==> config.mk <==
export PLATFORM = sky130hd
export DESIGN_NAME = spi_burst_ctrl
export DESIGN_NICKNAME = d
export VERILOG_FILES = /design/src/rtl/spi_pkg.sv /design/src/rtl/sync_fifo.sv /design/src/rtl/spi_burst_ctrl.sv
export SDC_FILE = /design/constraint.sdc
export NUM_CORES = 1
export LEC_CHECK = 0
export BUFFER_PORTS_ARGS = -buffer_cell sky130_fd_sc_hd__buf_2
export CAP_MARGIN = 40
export CORE_MARGIN = 2
export CORE_UTILIZATION = 52
export DETAILED_ROUTE_END_ITERATION = 8
export PLACE_DENSITY = 0.8
export SLEW_MARGIN = 25
export SYNTH_ARGS = -nofsm -noshare
export SYNTH_HDL_FRONTEND = slang
export SYNTH_SLANG_ARGS = --single-unit
==> constraint.sdc <==
create_clock -name clk -period 6.8 [get_ports clk]
set_input_delay 1.36 -clock clk [delete_from_list [all_inputs] [get_ports clk]]
set_output_delay 1.36 -clock clk [all_outputs]
set_load 0.01 [all_outputs]
==> src/rtl/spi_pkg.sv <==
// Shared definitions for the SPI burst controller slice.
//   burst_state_t : sequencer states
//   SPI_BYTE_W    : width of one SPI byte
//   BURST_LEN_W   : width of the burst length field (length minus one)
package spi_pkg;

  typedef enum logic [2:0] {
    IDLE      = 3'd0,
    SETUP     = 3'd1,
    LOAD      = 3'd2,
    WAIT_DONE = 3'd3,
    HOLD      = 3'd4
  } burst_state_t;

  localparam int SPI_BYTE_W  = 8;
  localparam int BURST_LEN_W = 4;

endpackage

==> src/rtl/sync_fifo.sv <==
// Synchronous first-word-fall-through FIFO.
//   clk, reset : clock, asynchronous active-high reset (empties the FIFO)
//   push/wdata : write strobe and data; ignored while full
//   pop        : read strobe; ignored while empty
//   rdata      : head entry, visible without a pop
//   full/empty : occupancy flags
// Push and pop together on a non-empty FIFO keep the count; on an empty
// FIFO only the push takes effect.
module sync_fifo #(
  parameter int WIDTH = 8,
  parameter int DEPTH = 8
) (
  input  logic             clk,
  input  logic             reset,
  input  logic             push,
  input  logic             pop,
  input  logic [WIDTH-1:0] wdata,
  output logic [WIDTH-1:0] rdata,
  output logic             full,
  output logic             empty
);

  localparam int AW = $clog2(DEPTH);
  localparam int CW = AW + 1;

  logic [WIDTH-1:0] mem [DEPTH];
  logic [AW-1:0]    wr_ptr;
  logic [AW-1:0]    rd_ptr;
  logic [CW-1:0]    count;
  logic             do_push;
  logic             do_pop;

  assign full    = (count == CW'(DEPTH));
  assign empty   = (count == '0);
  assign do_push = push && !full;
  assign do_pop  = pop && !empty;
  assign rdata   = mem[rd_ptr];

  // Storage is cleared on reset so the head reads zero out of reset.
  always_ff @(posedge clk or posedge reset) begin
    if (reset) begin
      wr_ptr <= '0;
      rd_ptr <= '0;
      count  <= '0;
      for (int i = 0; i < DEPTH; i++) mem[i] <= '0;
    end else begin
      if (do_push) begin
        mem[wr_ptr] <= wdata;
        wr_ptr      <= wr_ptr + 1'b1;
      end
      if (do_pop) rd_ptr <= rd_ptr + 1'b1;
      case ({do_push, do_pop})
        2'b10:   count <= count + 1'b1;
        2'b01:   count <= count - 1'b1;
        default: ;
      endcase
    end
  end

endmodule

==> src/rtl/spi_burst_ctrl.sv <==
// Burst sequencer in front of a byte-level SPI master core.
//   cmd_valid/cmd_ready/cmd_len : burst command (length minus one)
//   tx_wr/tx_wdata/tx_full      : TX byte buffer write side
//   rx_rd/rx_rdata/rx_empty     : RX byte buffer read side (FWFT)
//   ss_n, busy                  : slave select (active low), not-idle flag
//   spi_start/spi_din           : one-cycle start pulse and byte to the core
//   spi_dout/spi_ready/spi_done_tick : core status and received byte
// Handshake: a command transfers on a rising clk edge where cmd_valid and
// cmd_ready are both high; cmd_valid in any other cycle has no effect.
// tx_wr and rx_rd are single-cycle strobes qualified by tx_full/rx_empty.
module spi_burst_ctrl
  import spi_pkg::*;
#(
  parameter int FIFO_DEPTH = 8,
  parameter int SETUP_CYC  = 2,
  parameter int HOLD_CYC   = 2
) (
  input  logic                   clk,
  input  logic                   reset,
  input  logic                   cmd_valid,
  output logic                   cmd_ready,
  input  logic [BURST_LEN_W-1:0] cmd_len,
  input  logic                   tx_wr,
  input  logic [SPI_BYTE_W-1:0]  tx_wdata,
  output logic                   tx_full,
  input  logic                   rx_rd,
  output logic [SPI_BYTE_W-1:0]  rx_rdata,
  output logic                   rx_empty,
  output logic                   ss_n,
  output logic                   busy,
  output logic                   spi_start,
  output logic [SPI_BYTE_W-1:0]  spi_din,
  input  logic [SPI_BYTE_W-1:0]  spi_dout,
  input  logic                   spi_ready,
  input  logic                   spi_done_tick
);

  // spi_start is registered, so the LOAD decision cycle is itself the last
  // cycle of the setup gap. SETUP therefore covers the first SETUP_CYC-1
  // cycles and is skipped entirely when SETUP_CYC is 1.
  localparam logic [7:0] SETUP_LAST = 8'((SETUP_CYC > 1) ? SETUP_CYC - 2 : 0);
  localparam logic [7:0] HOLD_LAST  = 8'(HOLD_CYC - 1);

  burst_state_t           state, state_nx;
  logic [7:0]             gap_cnt, gap_cnt_nx;
  logic [BURST_LEN_W-1:0] remaining, remaining_nx;
  logic                   launch;
  logic                   rx_push;
  logic                   tx_empty;
  logic                   rx_full;
  logic [SPI_BYTE_W-1:0]  tx_head;

  sync_fifo #(.WIDTH(SPI_BYTE_W), .DEPTH(FIFO_DEPTH)) u_tx_fifo (
    .clk   (clk),
    .reset (reset),
    .push  (tx_wr),
    .pop   (launch),
    .wdata (tx_wdata),
    .rdata (tx_head),
    .full  (tx_full),
    .empty (tx_empty)
  );

  sync_fifo #(.WIDTH(SPI_BYTE_W), .DEPTH(FIFO_DEPTH)) u_rx_fifo (
    .clk   (clk),
    .reset (reset),
    .push  (rx_push),
    .pop   (rx_rd),
    .wdata (spi_dout),
    .rdata (rx_rdata),
    .full  (rx_full),
    .empty (rx_empty)
  );

  always_comb begin
    state_nx     = state;
    gap_cnt_nx   = gap_cnt;
    remaining_nx = remaining;
    launch       = 1'b0;
    rx_push      = 1'b0;
    case (state)
      IDLE: begin
        if (cmd_valid) begin
          remaining_nx = cmd_len;
          gap_cnt_nx   = '0;
          state_nx     = (SETUP_CYC == 1) ? LOAD : SETUP;
        end
      end
      SETUP: begin
        if (gap_cnt == SETUP_LAST) state_nx = LOAD;
        else                       gap_cnt_nx = gap_cnt + 1'b1;
      end
      LOAD: begin
        // RX space is checked up front so the received byte always fits.
        if (spi_ready && !tx_empty && !rx_full) begin
          launch   = 1'b1;
          state_nx = WAIT_DONE;
        end
      end
      WAIT_DONE: begin
        if (spi_done_tick) begin
          rx_push = 1'b1;
          if (remaining == '0) begin
            gap_cnt_nx = '0;
            state_nx   = HOLD;
          end else begin
            remaining_nx = remaining - 1'b1;
            state_nx     = LOAD;
          end
        end
      end
      HOLD: begin
        if (gap_cnt == HOLD_LAST) state_nx = IDLE;
        else                      gap_cnt_nx = gap_cnt + 1'b1;
      end
      default: state_nx = IDLE;
    endcase
  end

  always_ff @(posedge clk or posedge reset) begin
    if (reset) begin
      state     <= IDLE;
      gap_cnt   <= '0;
      remaining <= '0;
      spi_start <= 1'b0;
      spi_din   <= '0;
    end else begin
      state     <= state_nx;
      gap_cnt   <= gap_cnt_nx;
      remaining <= remaining_nx;
      spi_start <= launch;
      if (launch) spi_din <= tx_head;
    end
  end

  // Decoded straight from the state register so reset releases ss_n at once.
  assign ss_n      = (state == IDLE);
  assign busy      = (state != IDLE);
  assign cmd_ready = (state == IDLE);

endmodule
==> out/qor.csv <==
stage,metric,value,unit
timing,Final min period,3.60,ns
logic_synthesis,Synth Instances,597,
cts,Root Buffer,clkbuf_16,
timing,Max Freq,0.277,GHz
setup_path,Worst EP required,5.44,ns
place,final HPWL from detailed placement,11200,um
timing,Final Hold Vio Count,0,
logic_synthesis,Mapped Area,0.00825,mm2
setup_path,Startpoint Class,register,
global_route,Total GRT Usage,0.211,
logic_synthesis,post-synthesis compound-gate area fraction,0.0401,
logic_synthesis,Syn Area/Cell,13.8,um2
logic_synthesis,mux contribution to synthesized area,0.293,
cts,hold_buf cts,0,
setup_path,Buf/Inv on CP,2,
setup_path,CP max stage delay,0.66,ns
drt,routed wire length,16700,um
drt,WL/cell,19.1,um
global_route,vias in the first global route,5406,
floorplanning,FP Rows,46,
logic_synthesis,Synth Area in XOR/XNOR,0.0138,
finish,most frequent cells in the layout,"172 x dfrtp_1, 131 x mux2_2, 48 x buf_2",
min_path,worst hold stages,1,
drt,DRC,0,
setup_path,Critical Path End Type,output port,
drt,drt pass-1 iters,4,
timing,Max Slew Vio Count,0,
global_route,first-pass GRT wire length,27200,um
logic_synthesis,"EDFF count, synth",0,
drt,total number of vias,5063,
logic_synthesis,main combinational cell family by area after synthesis,multiplexers,
setup_path,R2R setup slack,3.97,ns
logic_synthesis,Synth async-reset ratio,1.00,
pwr,pwr dens,495,mW/mm2
cts,# clock sinks,172,
cts,CTS buffer count,17,
logic_synthesis,sequential share of the synthesized area,0.522,
min_path,Hold EP,u_tx_fifo.mem[54],
logic_synthesis,post-synth net total,640,
min_path,HP Class,register to register,
logic_synthesis,synth unique cells,60,
pwr,worst vdd ir,0.290,mV
logic_synthesis,Most used DFF post-synth,dfrtp_1,
floorplanning,Initial Util,0.525,
timing,worst slew pin tran,0.860,ns
cts,clock buffer depth,2,
floorplanning,Die X-Extent,130,um
cts,# resized after CTS,0,
setup_path,Crit path max-delay family,multiplexers,
drt,DR vias/cell,5.79,
place,Port Buf Inserts,48,
floorplanning,Ports,49,
min_path,hold_sp,u_tx_fifo.mem[54],
setup_path,Critical Path AT,2.24,ns
timing,relative slew slack,0.427,
timing,RSZ-0062 raised after global routing,false,
global_route,antenna violations before repair,0,
logic_synthesis,warning count from the yosys run,0,
place,Placement Setup Slack,3.38,ns
finish,area growth from synthesis to layout,13.8,%
cts,H-tree lvl count,4,
finish,net count of the finished layout,689,
global_route,"Remaining Overflow, GRT",0,
global_route,largest net degree at the start of global routing,93,
timing,worst setup margin,3.20,ns
setup_path,top fanout value on the critical path,10,
timing,skew final,0.0110,ns
setup_path,Slowest cell on crit path,dfrtp_1,
flow_run,max-cap violations,0,
floorplanning,die height,130,um
logic_synthesis,Post-Synth Adder-Cell Area,0.0261,
cts,worst skew pair latency,0.43,ns
setup_path,reg2reg path depth,9,
floorplanning,core area,0.0157,mm2
logic_synthesis,simple-gate share of the synthesized area,0.0812,
floorplanning,die footprint,0.0169,mm2
setup_path,RR Endpoint,u_rx_fifo.count[3],
finish,share of cells above drive strength 1,0.416,
cts,postcts setup bufs,0,
timing,Post-Route Setup TNS,0,ns
setup_path,r2r startpoint,u_rx_fifo.count[1],
place,RePlAce Congestion,0.824,
pwr,static leakage,4.18,nW
cts,CTS tree,done,
finish,"commonest non-fill, non-tap cell in the layout",dfrtp_1,
setup_path,critical path class,register to output port,
finish,ANT cells,0,
timing,Final Setup Violations,0,
drt,initial DRC count,397,
cts,clk slew on worst S/H paths,0.06,ns
setup_path,CP cell instances,buf_8 > mux4_2 > mux2_2 > buf_2,
status,outcome,"finished, final reports clean",
drt,Routed Antenna Nets,0,
timing,final worst-path cycle share,0.530,
logic_synthesis,"FF+latch count, synth",172,
==> stage by stage <==
step                hold slack (ns)  power [mW]  utilization  area [um2]  std cells
detailed placement            0.491        3.64        0.555        8720        840
finish                        0.503        4.65        0.597        9390        875
global route                  0.508        4.93        0.597        9390        875
CTS                           0.505        4.67        0.594        9340        872
global placement              0.482        3.48        0.552        8670        837
floorplan                     0.474        3.17            -        8250        597
==> power by group <==
group | total (mW) | switching, mW | internal (mW)
clock | 1.01 | 0.419 | 0.595
sequential | 1.92 | 0.416 | 1.50
combinational | 1.71 | 0.720 | 0.994
==> area by class of cell <==
| type | count | area (um2) |
|---|---|---|
| inverter | 21 | 86.3 |
| tap | 216 | 270 |
| clock buffer | 18 | 439 |
| clock inverter | 14 | 184 |
| fill | 1205 | 6330 |
| timing repair buffer | 57 | 352 |
| multi-input combinational | 377 | 3750 |
| sequential | 172 | 4300 |
==> how the worst max path moves through the flow <==
stage,cells past startpoint,slack [ns],startpoint,endpoint
finish,4,3.20,u_rx_fifo.rd_ptr[0],rx_rdata[7]
CTS,3,3.03,u_rx_fifo.rd_ptr[1],rx_rdata[0]
detailed placement,10,3.38,spi_done_tick,u_rx_fifo.count[3]
global placement,3,3.43,u_rx_fifo.rd_ptr[0],rx_rdata[6]
global route,4,3.09,u_rx_fifo.rd_ptr[0],rx_rdata[7]
floorplan,1,0.78,reset,gap_cnt[0]
==> Yosys cell counts, types with 4 or more instances <==
| cell | instances | share of area |
|---|---|---|
| dfrtp_1 | 172 | 0.52 |
| buf_2 | 5 | 0.0030 |
| xor2_1 | 4 | 0.0042 |
| nor2_1 | 17 | 0.0077 |
| a21oi_1 | 15 | 0.0091 |
| o31ai_1 | 4 | 0.0036 |
| nand3_1 | 14 | 0.0085 |
| mux2_2 | 131 | 0.18 |
| clkbuf_1 | 17 | 0.0077 |
| o21ai_0 | 17 | 0.010 |
| nor4_1 | 4 | 0.0030 |
| ha_1 | 14 | 0.021 |
| nand2_1 | 31 | 0.014 |
| mux4_2 | 32 | 0.087 |
| mux2_4 | 8 | 0.015 |
| xnor2_1 | 9 | 0.0096 |
| mux2i_1 | 10 | 0.012 |
| inv_1 | 20 | 0.0091 |
| nor3_1 | 8 | 0.0049 |
==> sequential cells by signal, summed over array words and instances (netlist names), 4 cells and up <==
name and cells:
u_rx_fifo.mem 64, u_tx_fifo.mem 64, gap_cnt 8, spi_din 8, remaining 4, u_rx_fifo.count 4, u_tx_fifo.count 4
==> layer usage <==
layer	vias up	track usage	routed length, um
met5	-	0	0
met4	0	0.0576	235
met3	21	0.0513	539
met2	82	0.380	9040
met1	2664	0.255	6910
li1	2296	-	-
==> cell families (layout without fill, tap and decap cells) <==
kind of cell    after synthesis  count (layout)
compound gates               53              53
xor+xnor                     13              13
fa+ha+maj                    16              16
buf+inv                      48             110
flops                       172             172
mux                         181             181
simple gates                114             114
(Power assumes the default switching activity.)
